## config.mk

```make
export PLATFORM = sky130hd
export DESIGN_NAME = apb_rr_master_arbiter
export DESIGN_NICKNAME = d
export VERILOG_FILES = /design/src/rtl/apb_rr_arb_pkg.sv /design/src/rtl/rr_arbiter_onehot.sv /design/src/rtl/apb_rr_master_arbiter.sv
export SDC_FILE = /design/constraint.sdc
export NUM_CORES = 1
export LEC_CHECK = 0
export BUFFER_PORTS_ARGS = -buffer_cell sky130_fd_sc_hd__buf_2
export CAP_MARGIN = 5
export CORE_AREA = 2 2 168 170
export CTS_CLUSTER_SIZE = 8
export DETAILED_ROUTE_END_ITERATION = 8
export DIE_AREA = 0 0 170 172
export PLACE_DENSITY_LB_ADDON = 0.2
export SYNTH_ARGS = -nofsm -noshare
export SYNTH_HDL_FRONTEND = slang
export SYNTH_SLANG_ARGS = --single-unit
```

## constraint.sdc

```tcl
create_clock -name i_clk -period 5.4 [get_ports i_clk]
set_clock_uncertainty 0.2 [all_clocks]
set_input_delay 1.08 -clock i_clk [delete_from_list [all_inputs] [get_ports i_clk]]
set_output_delay 1.08 -clock i_clk [all_outputs]
set_load 0.05 [all_outputs]
```

## src/rtl/apb_rr_arb_pkg.sv

```systemverilog
// Shared types for the round-robin APB master arbiter: FSM states, the
// register bundle and its reset value.
package apb_rr_arb_pkg;

    localparam int PTR_W  = 3;   // enough for up to 8 requesters
    localparam int WDOG_W = 32;  // storage for the watchdog; live width set by TIMEOUT_BITS

    typedef enum logic [1:0] {
        ST_IDLE   = 2'd0,
        ST_SETUP  = 2'd1,
        ST_ACCESS = 2'd2,
        ST_RESP   = 2'd3
    } state_e;

    typedef struct packed {
        state_e             state;
        logic [PTR_W-1:0]   ptr;
        logic [PTR_W-1:0]   owner;
        logic [31:0]        paddr;
        logic               pwrite;
        logic [31:0]        pwdata;
        logic [3:0]         pstrb;
        logic [31:0]        rdata;
        logic               err;
        logic [WDOG_W-1:0]  wdog;
    } apb_rr_arb_registers;

    localparam apb_rr_arb_registers apb_rr_arb_r_reset = '{
        state:  ST_IDLE,
        ptr:    '0,
        owner:  '0,
        paddr:  '0,
        pwrite: 1'b0,
        pwdata: '0,
        pstrb:  '0,
        rdata:  '0,
        err:    1'b0,
        wdog:   '0
    };

endpackage

```

## src/rtl/rr_arbiter_onehot.sv

```systemverilog
// Combinational round-robin pick: first asserted request strictly after ptr,
// wrapping modulo NREQ, returned as one-hot plus index.
module rr_arbiter_onehot
    import apb_rr_arb_pkg::*;
#(
    parameter int NREQ = 4
) (
    input  logic [NREQ-1:0]  req_i,
    input  logic [PTR_W-1:0] ptr_i,
    output logic [NREQ-1:0]  gnt_o,
    output logic [PTR_W-1:0] idx_o
);

    logic found;

    always_comb begin
        gnt_o = '0;
        idx_o = '0;
        found = 1'b0;
        // Offset 1..NREQ so ptr itself is checked last; the inner loop keeps
        // every vector index a constant.
        for (int i = 1; i <= NREQ; i++) begin
            for (int j = 0; j < NREQ; j++) begin
                if (!found && req_i[j] && (j == (int'(ptr_i) + i) % NREQ)) begin
                    found    = 1'b1;
                    gnt_o[j] = 1'b1;
                    idx_o    = PTR_W'(j);
                end
            end
        end
    end

endmodule

```

## src/rtl/apb_rr_master_arbiter.sv

```systemverilog
// Round-robin sharing of one APB master port between NREQ request/response
// initiators, with a pready watchdog so a dead slave cannot hang the bus.
module apb_rr_master_arbiter
    import apb_rr_arb_pkg::*;
#(
    parameter int NREQ         = 4,
    parameter int TIMEOUT_BITS = 8,
    parameter int TIMEOUT      = 255
) (
    input  logic              i_clk,
    input  logic              i_rst,
    input  logic [NREQ-1:0]   i_req_valid,
    input  logic [NREQ*32-1:0] i_req_addr,
    input  logic [NREQ-1:0]   i_req_write,
    input  logic [NREQ*32-1:0] i_req_wdata,
    input  logic [NREQ*4-1:0] i_req_wstrb,
    output logic [NREQ-1:0]   o_req_ready,
    output logic [NREQ-1:0]   o_resp_valid,
    output logic [31:0]       o_resp_rdata,
    output logic              o_resp_err,
    output logic [31:0]       o_paddr,
    output logic              o_pwrite,
    output logic [31:0]       o_pwdata,
    output logic [3:0]        o_pstrb,
    output logic [2:0]        o_pprot,
    output logic              o_pselx,
    output logic              o_penable,
    input  logic [31:0]       i_prdata,
    input  logic              i_pready,
    input  logic              i_pslverr
);

    apb_rr_arb_registers r_q, r_d;

    logic [NREQ-1:0]  gnt;
    logic [PTR_W-1:0] gnt_idx;
    logic             timeout_hit;
    logic [31:0]      sel_addr, sel_wdata;
    logic             sel_write;
    logic [3:0]       sel_wstrb;

    rr_arbiter_onehot #(.NREQ(NREQ)) u_arb (
        .req_i (i_req_valid),
        .ptr_i (r_q.ptr),
        .gnt_o (gnt),
        .idx_o (gnt_idx)
    );

    // Counter is 0 on the first ACCESS cycle, so TIMEOUT-1 marks the last allowed one.
    assign timeout_hit = (TIMEOUT != 0) &&
                         (r_q.wdog == WDOG_W'(TIMEOUT_BITS'(TIMEOUT - 1)));

    always_comb begin : comb_proc
        r_d          = r_q;
        o_req_ready  = '0;
        o_resp_valid = '0;
        sel_addr     = '0;
        sel_wdata    = '0;
        sel_write    = 1'b0;
        sel_wstrb    = '0;

        for (int k = 0; k < NREQ; k++) begin
            if (gnt[k]) begin
                sel_addr  = i_req_addr[k*32 +: 32];
                sel_wdata = i_req_wdata[k*32 +: 32];
                sel_write = i_req_write[k];
                sel_wstrb = i_req_wstrb[k*4 +: 4];
            end
        end

        case (r_q.state)
            ST_IDLE: begin
                if (|i_req_valid) begin
                    o_req_ready = gnt;
                    r_d.ptr     = gnt_idx;
                    r_d.owner   = gnt_idx;
                    r_d.paddr   = sel_addr & ~32'h3;
                    r_d.pwrite  = sel_write;
                    r_d.pwdata  = sel_wdata;
                    r_d.pstrb   = sel_wstrb;
                    r_d.state   = ST_SETUP;
                end
            end
            ST_SETUP: begin
                r_d.wdog  = '0;
                r_d.state = ST_ACCESS;
            end
            ST_ACCESS: begin
                if (i_pready) begin
                    r_d.rdata = r_q.pwrite ? 32'h0 : i_prdata;
                    r_d.err   = i_pslverr;
                    r_d.wdog  = '0;
                    r_d.state = ST_RESP;
                end else if (timeout_hit) begin
                    r_d.rdata = 32'hFFFF_FFFF;
                    r_d.err   = 1'b1;
                    r_d.wdog  = '0;
                    r_d.state = ST_RESP;
                end else begin
                    r_d.wdog  = r_q.wdog + WDOG_W'(1);
                end
            end
            ST_RESP: begin
                for (int k = 0; k < NREQ; k++)
                    o_resp_valid[k] = (r_q.owner == PTR_W'(k));
                r_d.state = ST_IDLE;
            end
            default: r_d.state = ST_IDLE;
        endcase
    end

    always_ff @(posedge i_clk or posedge i_rst) begin
        if (i_rst) r_q <= apb_rr_arb_r_reset;
        else       r_q <= r_d;
    end

    assign o_pselx      = (r_q.state == ST_SETUP) || (r_q.state == ST_ACCESS);
    assign o_penable    = (r_q.state == ST_ACCESS);
    assign o_paddr      = r_q.paddr;
    assign o_pwrite     = r_q.pwrite;
    assign o_pwdata     = r_q.pwdata;
    assign o_pstrb      = r_q.pstrb;
    assign o_pprot      = 3'b000;
    assign o_resp_rdata = r_q.rdata;
    assign o_resp_err   = r_q.err;

endmodule

```

# Word-level counts from Yosys, hierarchy flattened
# Cells that the tools add are included.
# totals
mem_bits_ro	0
ff_bits	136
wordCells	175
n_memories	0
input_bits	316
ram_bits	0
latch_bits	0
# classes
n_eq_ne	21
n_mux	73
multipliers	0
reduce_logical	63
n_div	0
shift	0
n_addsub	5
order_cmp	0
bitwise_logic	4
# ops
cell	n
$mux W32	10
$logic_not A32 Y1	4
$mux W77	1
$mux W65	1
$pmux W32 S2	1
$mux W1	35
$mux W33	1
$add A32 B1 Y32 const B	1
$eq A32 B32 Y1 const B	1
$mux W2	16
$logic_and A1 B1 Y1	31
$mux W4	7
$eq A3 B3 Y1 const A	8
$logic_not A1 Y1	15
$eq A2 B3 Y1 const A	4
$eq A2 B2 Y1 const B	4
$pmux W2 S4	1
$reduce_or A2 Y1	4
$reduce_and A2 Y1	3
$add A2 B1 Y2 const B	2
$add A2 B2 Y2 const B	2
$and A1 B1 Y1 const A	4
$eq A2 B1 Y1 const B	2
$reduce_bool A2 Y1	2
6 further kinds	6

# Logic depth before layout (Yosys ltp)
# logic_depth
ltp_word	69
ltp_mapped	9
mapped_depth_nobuf	7

# Modules after synthesis
# From an unflattened synthesis, not the netlist that was laid out.
# hier_totals
cells_unflattened	980
area_unflattened_um2	8589.5
# by_module_without_submodules
mod	n_inst	cells_each	area_each_um2
apb_rr_master_arbiter	1	955	8430.6
rr_arbiter_onehot	1	25	158.9

# Worst setup path before layout
# No wires, ideal clock.
# synth_path
path_kind	input to output
start	in i_req_valid[3]
end	out o_req_ready[2]
setup_slack_ns	1.501
path_stages	6
n_path_buf	2
t_arrival_ns	2.619
required_ns	4.120
path_cell_list	nor2b_2 -> o21ai_0 -> nand3_1 -> buf_2 -> buf_1 -> nor2_1
# synth_between
elab_chain_len	49
# synth_lines
element	line	rtl
start: declaration	apb_rr_master_arbiter.sv:12	input logic [NREQ-1:0] i_req_valid,
$logic_and A1 B1 Y1 (2 in a row)	rr_arbiter_onehot.sv:24	if (!found && req_i[j] && (j == (int'(ptr_i) + i) % NREQ)) begin
$mux W1	rr_arbiter_onehot.sv:24	
$logic_not A1 Y1	rr_arbiter_onehot.sv:24	
$logic_and A1 B1 Y1 (2 in a row)	rr_arbiter_onehot.sv:24	
$mux W1	rr_arbiter_onehot.sv:24	
$logic_not A1 Y1	rr_arbiter_onehot.sv:24	
$logic_and A1 B1 Y1 (2 in a row)	rr_arbiter_onehot.sv:24	
$mux W1	rr_arbiter_onehot.sv:24	
[28 not listed]	n/a	
$logic_not A1 Y1	rr_arbiter_onehot.sv:24	
$logic_and A1 B1 Y1 (2 in a row)	rr_arbiter_onehot.sv:24	
$mux W1	rr_arbiter_onehot.sv:24	
$logic_not A1 Y1	rr_arbiter_onehot.sv:24	
$logic_and A1 B1 Y1 (2 in a row)	rr_arbiter_onehot.sv:24	
$mux W1	rr_arbiter_onehot.sv:24	
$mux W4 *	apb_rr_master_arbiter.sv:73	if (|i_req_valid) begin
$mux W4 *	apb_rr_master_arbiter.sv:71	case (r_q.state)
end: declaration	apb_rr_master_arbiter.sv:17	output logic [NREQ-1:0] o_req_ready,
# Mark *: on every way between the ends. The rest lies on a longest branch, timed or not.

# Final worst setup path
# layout_path
start	in i_req_valid[2]
end	out o_req_ready[1]
# The elaborated chain is that of the path after synthesis.

==> results.ini <==
[critical_path]
worstPathCellList = buf_2 -> nor2_1 -> nand2_1 -> nand2_2 -> buf_4 -> nor2_1 -> buf_2
crit_slowest_cell = nor2_1
worstPathMaxFanout = 34
r2r_end = o_pwdata[22]$_DFFE_PP0P_
start_kind = input port
slowest_delay_ns = 0.44
cp.arrival_ns = 2.58
worstRegToRegCells = 6
r2r_slack_ns = 2.51
worstSetupEndpointType = output pin
crit_required_ns = 4.12
rr_startpoint = r_q[135]$_DFFE_PP0P_
crit_type = input port to output pin

[sta]
fmax_ghz = 0.259
rsz0062_at_grt = no
setup_ws_ns = 1.54
min_period_ns = 3.86
final-hold-violation-count = 0
period_share = 0.716
hold_slack_ns = 0.283
setup_viol = 0
tns_ns = 0
slew_viol_final = 0
slew_headroom = 0.368
worstMarginPinSlew_ns = 0.948

[yosys]
synth_cell_type_count = 43
yosys.area.top_type = dfrtp_1
synthTopCellsByArea = dfrtp_1 (40%), a2bb2oi_1 (10%), buf_4 (10%)
synth-edff-count = 0
synth-seq-cells = 136
synth_top_cell_area_share = 0.402
ys_seq_area_frac = 0.402
yosysWarnings = 0
avgSynthCellArea_sq_um = 9.46
netlist_area_sq_um = 8460
synthCells = 894
synthFlopType = dfrtp_1
async_flop_share = 1.00

[hold_path]
worstHoldEndpoint = o_pwdata[9]$_DFFE_PP0P_
hold_path_class = flip-flop to flip-flop
min_from = o_pwdata[9]$_DFFE_PP0P_
whs_path_depth = 2

[clock_tree]
clk_pin_slew_worst_paths_ns = 0.05
post-cts-setup-buffers = 0
cts-resized-gates = 0
ctsHoldBuffers = 0
root_buffer = clkbuf_16
clock_latency_ns = 0.42
cts_tree = yes
cts_max_level = 4
cts_buffers = 17
clkSinkCount = 136
clockBufferDepth = 2

[floorplanning]
start_util = 0.308
die_h_um = 172
core_sq_um = 27500
die_area_sq_um = 29200
ioPinCount = 431
die_w_um = 170
row_count = 61

[power_and_ir_drop]
p_leak_nw = 5.07
p_total_mw = 6.67
powerDensity_nw_per_um2 = 629
power.ir.vdd_worst_v = 0.000319

[finish]
fillers = 2875
drive_gt1_frac = 0.423
area_growth_pct = 25.2
instances_no_fill = 1527
final_common_cell = buf_2
nNetsFinal = 1489
mostFrequentLayoutCells = buf_2 (417), dfrtp_1 (136), nor2_1 (113), a2bb2oi_1 (100), nand2_1 (77)

[status]
status = finished clean

[route]
wl_mm = 29.2
antenna_left = 0
m1WireLength_mm = 12.0
highest_layer = met5
wire_per_inst_um = 19.1
route.met3.wl_mm = 1.92
via_per_inst = 5.08
drc = 0
via_count = 7755
drtIter0Drc = 394
wl_met2_mm = 14.4
drtPass1Iterations = 4

[global_route]
grt_pass1_vias = 7503
grt_util_all_layers = 0.193
grt_start_max_net_pins = 76
grt_overflow = 0
grt_pass1_wl_mm = 43.4
antenna_found_initial = 2

[placed_design]
port_buffers = 417
pre_cts_slack_ns = 1.53
place.gp.congestion = 0.783
hpwl_mm = 21.0
dp.cells = 1495

[job]
cap_violations = 0

[power by group]
part           internal (mW)  total (mW)  switching, mW
clock                  0.743        1.23          0.483
combinational           1.11        3.83           2.72
sequential              1.40        1.61          0.210
total                   3.25        6.67           3.42
[kinds of logic (layout without fill, tap and decap cells)]
kind of cell / Yosys count / count (layout) / share of synthesized area
muxes: 1 / 1 / 0.00133
other: 1 / 6 / 0.000443
buffers and inverters: 191 / 473 / 0.144
adders and majority gates: 5 / 5 / 0.00740
DFF: 136 / 136 / 0.402
and+or+nand+nor: 275 / 275 / 0.148
xor gates and xnor gates: 29 / 29 / 0.0300
AOI/OAI and AO/OA: 256 / 256 / 0.266
[Yosys cell counts (all sizes together) (4+ instances only)]
master / count
nor2: 113
nand4: 14
nand2b: 33
and3: 8
ha: 5
o31ai: 67
xor2: 26
clkbuf: 35
inv: 10
and4: 4
a2bb2oi: 100
a221oi: 67
a21oi: 4
o21ai: 8
nand2: 79
nand3: 14
buf: 146
dfrtp: 136
[state kept, by name, indices dropped and copies added, names as in the netlist]
| register | cells |
|---|---|
| r_q | 36 |
| o_pwdata | 32 |
| o_resp_rdata | 32 |
| o_paddr | 30 |
| o_pstrb | 4 |
| o_pwrite | 1 |
| o_resp_err | 1 |
[layout make-up]
type	count	area, sq um	area share
Timing Repair Buffer	432	2200	0.208
Antenna cell	1	2.50	0.000236
Tap cell	346	433	0.0409
Multi-Input combinational cell	571	3900	0.368
Sequential cell	136	3400	0.321
Clock inverter	13	170	0.0161
Clock buffer	18	439	0.0415
Inverter	10	42.5	0.00402
[routing by layer]
layer	vias up	GRT usage
met4	2	0.0702
met3	37	0.0444
met1	3708	0.244
met5	-	0
li1	3698	-
met2	310	0.325
[stage by stage]
stage	cell area, sq um	util
finish	10600	0.386
global route	10600	0.386
CTS	10600	0.385
detailed placement	9980	0.363
global placement	9980	0.363
floorplan	8470	-
[worst max path at each step]
| stage | startpoint | end | slack [ns] | cells after the start |
|---|---|---|---|---|
| after floorplan | i_rst | o_paddr[10]$_DFFE_PP0P_ | 0.48 | 1 |
| after global placement | i_req_valid[2] | o_req_ready[1] | 1.54 | 7 |
| after detailed placement | i_req_valid[2] | o_req_ready[1] | 1.53 | 7 |
| after CTS | i_req_valid[2] | o_req_ready[1] | 1.52 | 7 |
| after global routing | i_req_valid[2] | o_req_ready[1] | 1.41 | 7 |
| final | i_req_valid[2] | o_req_ready[1] | 1.54 | 7 |
[worst max-delay path: cells and delay by family]
kind	cells	cell delay, ns
buffers and inverters	3	0.74
AND/OR/NAND/NOR	4	0.75
No activity file was read; power rests on OpenSTA's default activity.
